### src/rtl/ib_bridge_pkg.sv
// Shared types and helpers for the IB bridge controller: FSM state encodings and
// the timeout-counter width calculation.
package ib_bridge_pkg;

  typedef enum logic [1:0] {
    T_IDLE    = 2'd0,
    T_OFFER   = 2'd1,
    T_RELEASE = 2'd2
  } tx_state_e;

  typedef enum logic [1:0] {
    R_IDLE    = 2'd0,
    R_PUSH    = 2'd1,
    R_RELEASE = 2'd2
  } rx_state_e;

  // Bits needed to count 0..cycles-1; never narrower than one bit.
  function automatic int timer_w(input int cycles);
    return (cycles > 1) ? $clog2(cycles) : 1;
  endfunction

endpackage

### src/rtl/ib_byte_fifo.sv
// Small synchronous byte FIFO; pointers carry an extra wrap bit so full and
// empty are distinguishable without a separate count.
module ib_byte_fifo #(
  parameter int DEPTH = 4
) (
  input  logic       clk,
  input  logic       nrst,
  input  logic       push_i,
  input  logic [7:0] data_i,
  input  logic       pop_i,
  output logic       full_o,
  output logic       empty_o,
  output logic [7:0] head_o
);

  localparam int AW = $clog2(DEPTH);
  localparam logic [AW:0] PTR_ONE = {{AW{1'b0}}, 1'b1};

  logic [7:0]  mem_q [DEPTH];
  logic [AW:0] wr_ptr_q;
  logic [AW:0] rd_ptr_q;

  always_ff @(posedge clk or negedge nrst) begin
    if (!nrst) begin
      wr_ptr_q <= '0;
      rd_ptr_q <= '0;
    end else begin
      if (push_i) wr_ptr_q <= wr_ptr_q + PTR_ONE;
      if (pop_i)  rd_ptr_q <= rd_ptr_q + PTR_ONE;
    end
  end

  // Storage needs no reset: reset empties the FIFO through the pointers.
  always_ff @(posedge clk) begin
    if (push_i) mem_q[wr_ptr_q[AW-1:0]] <= data_i;
  end

  assign empty_o = (wr_ptr_q == rd_ptr_q);
  assign full_o  = (wr_ptr_q[AW-1:0] == rd_ptr_q[AW-1:0]) && (wr_ptr_q[AW] != rd_ptr_q[AW]);
  assign head_o  = mem_q[rd_ptr_q[AW-1:0]];

endmodule

### src/rtl/sync2.sv
// Two-flop synchroniser for a single asynchronous level input.
module sync2 #(
  parameter logic RESET_VALUE = 1'b0
) (
  input  logic clk,
  input  logic nrst,
  input  logic d_i,
  output logic q_o
);

  logic meta_q;

  always_ff @(posedge clk or negedge nrst) begin
    if (!nrst) begin
      meta_q <= RESET_VALUE;
      q_o    <= RESET_VALUE;
    end else begin
      meta_q <= d_i;
      q_o    <= meta_q;
    end
  end

endmodule

### src/rtl/ib_bridge_ctrl.sv
// Byte bridge between the host UART and the IB port-expander handshake: a FIFO-fed
// 4-phase TX offer path and a capture-and-forward RX path, each with a timeout.
module ib_bridge_ctrl
  import ib_bridge_pkg::*;
#(
  parameter int FIFO_DEPTH     = 4,
  parameter int TIMEOUT_CYCLES = 800000
) (
  input  logic       clk,
  input  logic       nrst,
  input  logic [7:0] uart_rx_data,
  input  logic       uart_rx_valid,
  output logic [7:0] uart_tx_data,
  output logic       uart_tx_valid,
  input  logic       uart_tx_ready,
  output logic [7:0] tx_data,
  output logic       tx_data_available,
  input  logic       tx_data_ack_n,
  input  logic [7:0] rx_data,
  input  logic       rx_data_available,
  output logic       tx_ack,
  output logic       overflow_err,
  output logic       timeout_err,
  input  logic       clr_err
);

  localparam int TIMER_W = timer_w(TIMEOUT_CYCLES);
  localparam logic [TIMER_W-1:0] TIMER_MAX = TIMER_W'(TIMEOUT_CYCLES - 1);
  localparam logic [TIMER_W-1:0] TIMER_ONE = TIMER_W'(1);

  logic ack_n_s;
  logic avail_s;

  sync2 #(.RESET_VALUE(1'b1)) u_sync_ack (
    .clk (clk), .nrst(nrst), .d_i(tx_data_ack_n), .q_o(ack_n_s)
  );

  sync2 #(.RESET_VALUE(1'b0)) u_sync_avail (
    .clk (clk), .nrst(nrst), .d_i(rx_data_available), .q_o(avail_s)
  );

  logic       fifo_full;
  logic       fifo_empty;
  logic [7:0] fifo_head;
  logic       fifo_push;
  logic       fifo_pop;

  // A pop in the same cycle frees a slot, so a push against a full FIFO still lands.
  assign fifo_push = uart_rx_valid && (!fifo_full || fifo_pop);

  ib_byte_fifo #(.DEPTH(FIFO_DEPTH)) u_fifo (
    .clk    (clk),
    .nrst   (nrst),
    .push_i (fifo_push),
    .data_i (uart_rx_data),
    .pop_i  (fifo_pop),
    .full_o (fifo_full),
    .empty_o(fifo_empty),
    .head_o (fifo_head)
  );

  tx_state_e          tx_state_q, tx_state_d;
  logic [7:0]         tx_data_q, tx_data_d;
  logic               tx_avail_q, tx_avail_d;
  logic [TIMER_W-1:0] tx_timer_q, tx_timer_d;
  logic               tx_timeout;

  always_comb begin
    tx_state_d = tx_state_q;
    tx_data_d  = tx_data_q;
    tx_avail_d = tx_avail_q;
    tx_timer_d = '0;
    tx_timeout = 1'b0;
    fifo_pop   = 1'b0;
    case (tx_state_q)
      T_IDLE: begin
        if (!fifo_empty && ack_n_s) begin
          tx_data_d  = fifo_head;
          tx_avail_d = 1'b1;
          fifo_pop   = 1'b1;
          tx_state_d = T_OFFER;
        end
      end
      T_OFFER: begin
        if (!ack_n_s) begin
          tx_avail_d = 1'b0;
          tx_state_d = T_RELEASE;
        end else if (tx_timer_q == TIMER_MAX) begin
          tx_avail_d = 1'b0;
          tx_timeout = 1'b1;
          tx_state_d = T_IDLE;
        end else begin
          tx_timer_d = tx_timer_q + TIMER_ONE;
        end
      end
      T_RELEASE: begin
        if (ack_n_s) begin
          tx_state_d = T_IDLE;
        end else if (tx_timer_q == TIMER_MAX) begin
          tx_timeout = 1'b1;
          tx_state_d = T_IDLE;
        end else begin
          tx_timer_d = tx_timer_q + TIMER_ONE;
        end
      end
      default: begin
        tx_avail_d = 1'b0;
        tx_state_d = T_IDLE;
      end
    endcase
  end

  rx_state_e          rx_state_q, rx_state_d;
  logic [7:0]         utx_data_q, utx_data_d;
  logic               utx_valid_q, utx_valid_d;
  logic               tx_ack_q, tx_ack_d;
  logic [TIMER_W-1:0] rx_timer_q, rx_timer_d;
  logic               rx_timeout;

  always_comb begin
    rx_state_d  = rx_state_q;
    utx_data_d  = utx_data_q;
    utx_valid_d = utx_valid_q;
    tx_ack_d    = tx_ack_q;
    rx_timer_d  = '0;
    rx_timeout  = 1'b0;
    case (rx_state_q)
      R_IDLE: begin
        if (avail_s) begin
          utx_data_d  = rx_data;
          utx_valid_d = 1'b1;
          rx_state_d  = R_PUSH;
        end
      end
      R_PUSH: begin
        // Waiting on the host UART here is deliberately untimed.
        if (utx_valid_q && uart_tx_ready) begin
          utx_valid_d = 1'b0;
          tx_ack_d    = 1'b1;
          rx_state_d  = R_RELEASE;
        end
      end
      R_RELEASE: begin
        if (!avail_s) begin
          tx_ack_d   = 1'b0;
          rx_state_d = R_IDLE;
        end else if (rx_timer_q == TIMER_MAX) begin
          tx_ack_d   = 1'b0;
          rx_timeout = 1'b1;
          rx_state_d = R_IDLE;
        end else begin
          rx_timer_d = rx_timer_q + TIMER_ONE;
        end
      end
      default: begin
        utx_valid_d = 1'b0;
        tx_ack_d    = 1'b0;
        rx_state_d  = R_IDLE;
      end
    endcase
  end

  logic overflow_q, overflow_d;
  logic timeout_q, timeout_d;

  // Set events take priority over a coincident clear.
  always_comb begin
    overflow_d = clr_err ? 1'b0 : overflow_q;
    timeout_d  = clr_err ? 1'b0 : timeout_q;
    if (uart_rx_valid && !fifo_push) overflow_d = 1'b1;
    if (tx_timeout || rx_timeout)    timeout_d  = 1'b1;
  end

  always_ff @(posedge clk or negedge nrst) begin
    if (!nrst) begin
      tx_state_q  <= T_IDLE;
      tx_data_q   <= '0;
      tx_avail_q  <= 1'b0;
      tx_timer_q  <= '0;
      rx_state_q  <= R_IDLE;
      utx_data_q  <= '0;
      utx_valid_q <= 1'b0;
      tx_ack_q    <= 1'b0;
      rx_timer_q  <= '0;
      overflow_q  <= 1'b0;
      timeout_q   <= 1'b0;
    end else begin
      tx_state_q  <= tx_state_d;
      tx_data_q   <= tx_data_d;
      tx_avail_q  <= tx_avail_d;
      tx_timer_q  <= tx_timer_d;
      rx_state_q  <= rx_state_d;
      utx_data_q  <= utx_data_d;
      utx_valid_q <= utx_valid_d;
      tx_ack_q    <= tx_ack_d;
      rx_timer_q  <= rx_timer_d;
      overflow_q  <= overflow_d;
      timeout_q   <= timeout_d;
    end
  end

  assign tx_data           = tx_data_q;
  assign tx_data_available = tx_avail_q;
  assign uart_tx_data      = utx_data_q;
  assign uart_tx_valid     = utx_valid_q;
  assign tx_ack            = tx_ack_q;
  assign overflow_err      = overflow_q;
  assign timeout_err       = timeout_q;

endmodule

### config.mk
export PLATFORM = sky130hd
export DESIGN_NAME = ib_bridge_ctrl
export DESIGN_NICKNAME = d
export VERILOG_FILES = /design/src/rtl/ib_bridge_pkg.sv /design/src/rtl/ib_byte_fifo.sv /design/src/rtl/sync2.sv /design/src/rtl/ib_bridge_ctrl.sv
export SDC_FILE = /design/constraint.sdc
export NUM_CORES = 1
export LEC_CHECK = 0
export CAP_MARGIN = 25
export CORE_MARGIN = 1.5
export CORE_UTILIZATION = 35
export DETAILED_ROUTE_END_ITERATION = 12
export PLACE_DENSITY = 0.58
export REMOVE_ABC_BUFFERS = 1
export SYNTH_ARGS = -nofsm -noshare
export SYNTH_HDL_FRONTEND = slang
export SYNTH_SLANG_ARGS = --single-unit
export TNS_END_PERCENT = 30
### constraint.sdc
create_clock -name clk -period 2.5 [get_ports clk]
set_clock_uncertainty 0.2 [all_clocks]
set_input_delay 0.625 -clock clk [delete_from_list [all_inputs] [get_ports clk]]
set_output_delay 0.625 -clock clk [all_outputs]
set_load 0.02 [all_outputs]
==> reports/metrics.cfg <==
[global_routing]
grt_usage=0.135
grt_pass1_vias=2944
grt_pass1_wl_um=14800
grt_max_degree=36
grt_overflow_total=0
grt_antenna_before_repair=0

[synthesis]
synth.top_cell.area_share=0.394
yosysWarnings=0
seq_area_frac_synth=0.613
synth_top_cell_by_area=dfrtp_1
avgSynthCellArea_um2=12.7
ys_ff_latch=107
yosysUniqueCellTypes=41
synthFlopType=dfrtp_1
ys_async_sr_fraction=0.701
synthTopCellsByArea=dfrtp_1 (39%), edfxtp_1 (21%), xnor2_1 (4.9%)
synth_cells=364
synth_edf_count=32
synth_area_mm2=0.00463

[clocking]
cts_max_path_buffers=2
numCtsBuffers=9
clockRootBuffer=clkbuf_16
worst_skew_pair.late_latency_ns=0.35
clkSlewWorstSetupHoldPaths_ns=0.07
cts_resized=0
hold_buffers=0
clock-sinks=107
htreeDepth=3
cts_tree=done
cts_setup_buffers=0

[critical_path]
crit-reg2reg-launch=tx_timer_q[8]$_DFF_PN0_
cp-start-kind=flip-flop
timing.rr.end=tx_data_available$_DFFE_PN0P_
crit_arrival_ns=2.36
cpMaxStageDelayCell=or4b_1
critical_path.cell_chain=or4b_1 > or3_1 > a311o_1 > a22o_1
required_ns=2.54
critPathKind=flip-flop to flip-flop
max_stage_delay_ns=0.53
critPathCaptureType=flip-flop
worstRegToRegCells=4
r2r_slack_ns=0.18
cp_max_fo=6

[sta]
holdWs_ns=0.0353
tns_ns=0
tightest_slew_ns=0.486
slew_violations=0
hold_violations=0
setup_slack_ns=0.180
timing.final.crit_share=0.928
period_minus_slack_ns=2.32
fmax_ghz=0.431
rsz0062_at_grt=false
finalSetupViolations=0
slew_headroom=0.676

[layout]
final_cell_mix=dfrtp_1 (73), nor2_1 (50), clkdlybuf4s50_1 (42), edfxtp_1 (32), xnor2_1 (26)
multi_input_area_mm2=0.00171
register_area_mm2=0.00284
layout.nets=452
final_util=0.440
fillers=1186
syn_to_final_growth_pct=21.4
final_common_cell=dfrtp_1
stdcell_count=595
drive_gt1_frac=0.132
n_antenna_cell=0

[routing]
ant_nets=0
vias=2857
drc_errors=0
via_per_inst=4.80
firstDrtPassIters=4
drt_wl_total_um=8640
wl_per_cell_um=14.5
drtIter0Drc=95

[floorplan]
num_rows=41
core-area_mm2=0.0128
io_pins=44
start_util=0.363
die_w_um=118
die_area_mm2=0.0139
die_h_um=118

[place]
port_buffers=43
gp_congestion=0.765
dp_hpwl_um=5960
placed_cells=579
pre_cts_slack_ns=0.196

[power_and_ir_drop]
ir_worst_vdd_mv=0.478
static-leakage-power_nw=2.15
powerDensity_mw_per_mm2=999

[outcome]
outcome=complete, no violations

[worst_hold_path]
min_path_type=input pin to async pin

[job]
maxCapViolCount=0

## worst max-delay path by stage
stage	startpoint	end	slack, ns	cells after the start
detailed placement	tx_timer_q[8]$_DFF_PN0_	tx_data_available$_DFFE_PN0P_	0.20	4
global route	tx_timer_q[8]$_DFF_PN0_	tx_data_available$_DFFE_PN0P_	0.10	4
floorplan	u_fifo.rd_ptr_q[0]$_DFFE_PN0P_	tx_data[0]$_DFFE_PN0P_	0.12	3
global placement	tx_timer_q[11]$_DFF_PN0_	tx_data_available$_DFFE_PN0P_	0.21	4
finish	tx_timer_q[8]$_DFF_PN0_	tx_data_available$_DFFE_PN0P_	0.18	4
CTS	tx_timer_q[8]$_DFF_PN0_	tx_data_available$_DFFE_PN0P_	0.18	4
## flip-flops by register name, summed over array words and instances (netlist names), 2 cells and up
| register | count |
|---|---|
| u_fifo.mem_q | 32 |
| rx_timer_q | 20 |
| tx_timer_q | 20 |
| tx_data | 8 |
| uart_tx_data | 8 |
| u_fifo.rd_ptr_q | 3 |
| u_fifo.wr_ptr_q | 3 |
| rx_state_q | 2 |
| tx_state_q | 2 |
## cell usage after synthesis, types with 3 or more instances
library cell and number:
clkbuf_1 5, and2_1 3, nor2_1 50, ha_1 11, buf_2 3, dfrtp_1 73, a21oi_1 4, a31oi_1 4
mux2_2 17, o22ai_1 3, xor2_1 17, o21ai_0 4, nand2_1 21, nor3_1 9, nand4_1 10, and3_1 7
nor2b_1 3, inv_1 12, edfxtp_1 32, mux4_2 8, nand3_1 12, and4_1 4, xnor2_1 26, nor4_1 4
nand4b_1 3
## logic make-up after synthesis
family / after synthesis / synth area share
buffers and inverters: 21 / 0.0181
XOR/XNOR: 43 / 0.0813
multiplexers: 25 / 0.0802
AND/OR/NAND/NOR: 136 / 0.149
AO/OA/AOI/OAI: 21 / 0.0292
adder cells (fa/ha/maj): 11 / 0.0297
flip-flops: 107 / 0.613
## per-stage QoR
stage	total power, mW	area [um^2]
floorplan	3.51	4600
global placement	4.23	5320
detailed placement	4.28	5320
CTS	5.72	5620
global route	5.96	5620
finish	5.62	5620
## per-layer routing
metal,up-vias,wire length (um),GRT usage
met5,-,0,0
met4,0,140,0.0480
met3,8,304,0.0388
met2,44,4260,0.221
met1,1413,3940,0.170
li1,1392,-,-
## layout make-up
| type | count | area share |
|---|---|---|
| Clock inverter | 7 | 0.0142 |
| Tap cell | 172 | 0.0383 |
| Timing Repair Buffer | 52 | 0.0903 |
| Sequential cell | 107 | 0.505 |
| Multi-Input combinational cell | 236 | 0.304 |
| Clock buffer | 9 | 0.0400 |
| Inverter | 12 | 0.00801 |
## worst max-delay path, delay by kind of cell (launching register included)
kind	cells	cell delay, ns
simple gates	2	1.03
compound gates	2	0.56
flops	1	0.43
## power breakdown
| group | total, mW | switching, mW | internal (mW) |
|---|---|---|---|
| logic | 1.80 | 0.902 | 0.897 |
| clock network | 1.42 | 0.705 | 0.712 |
| registers | 2.40 | 0.209 | 2.19 |
Power figures use the tool's default switching activity.
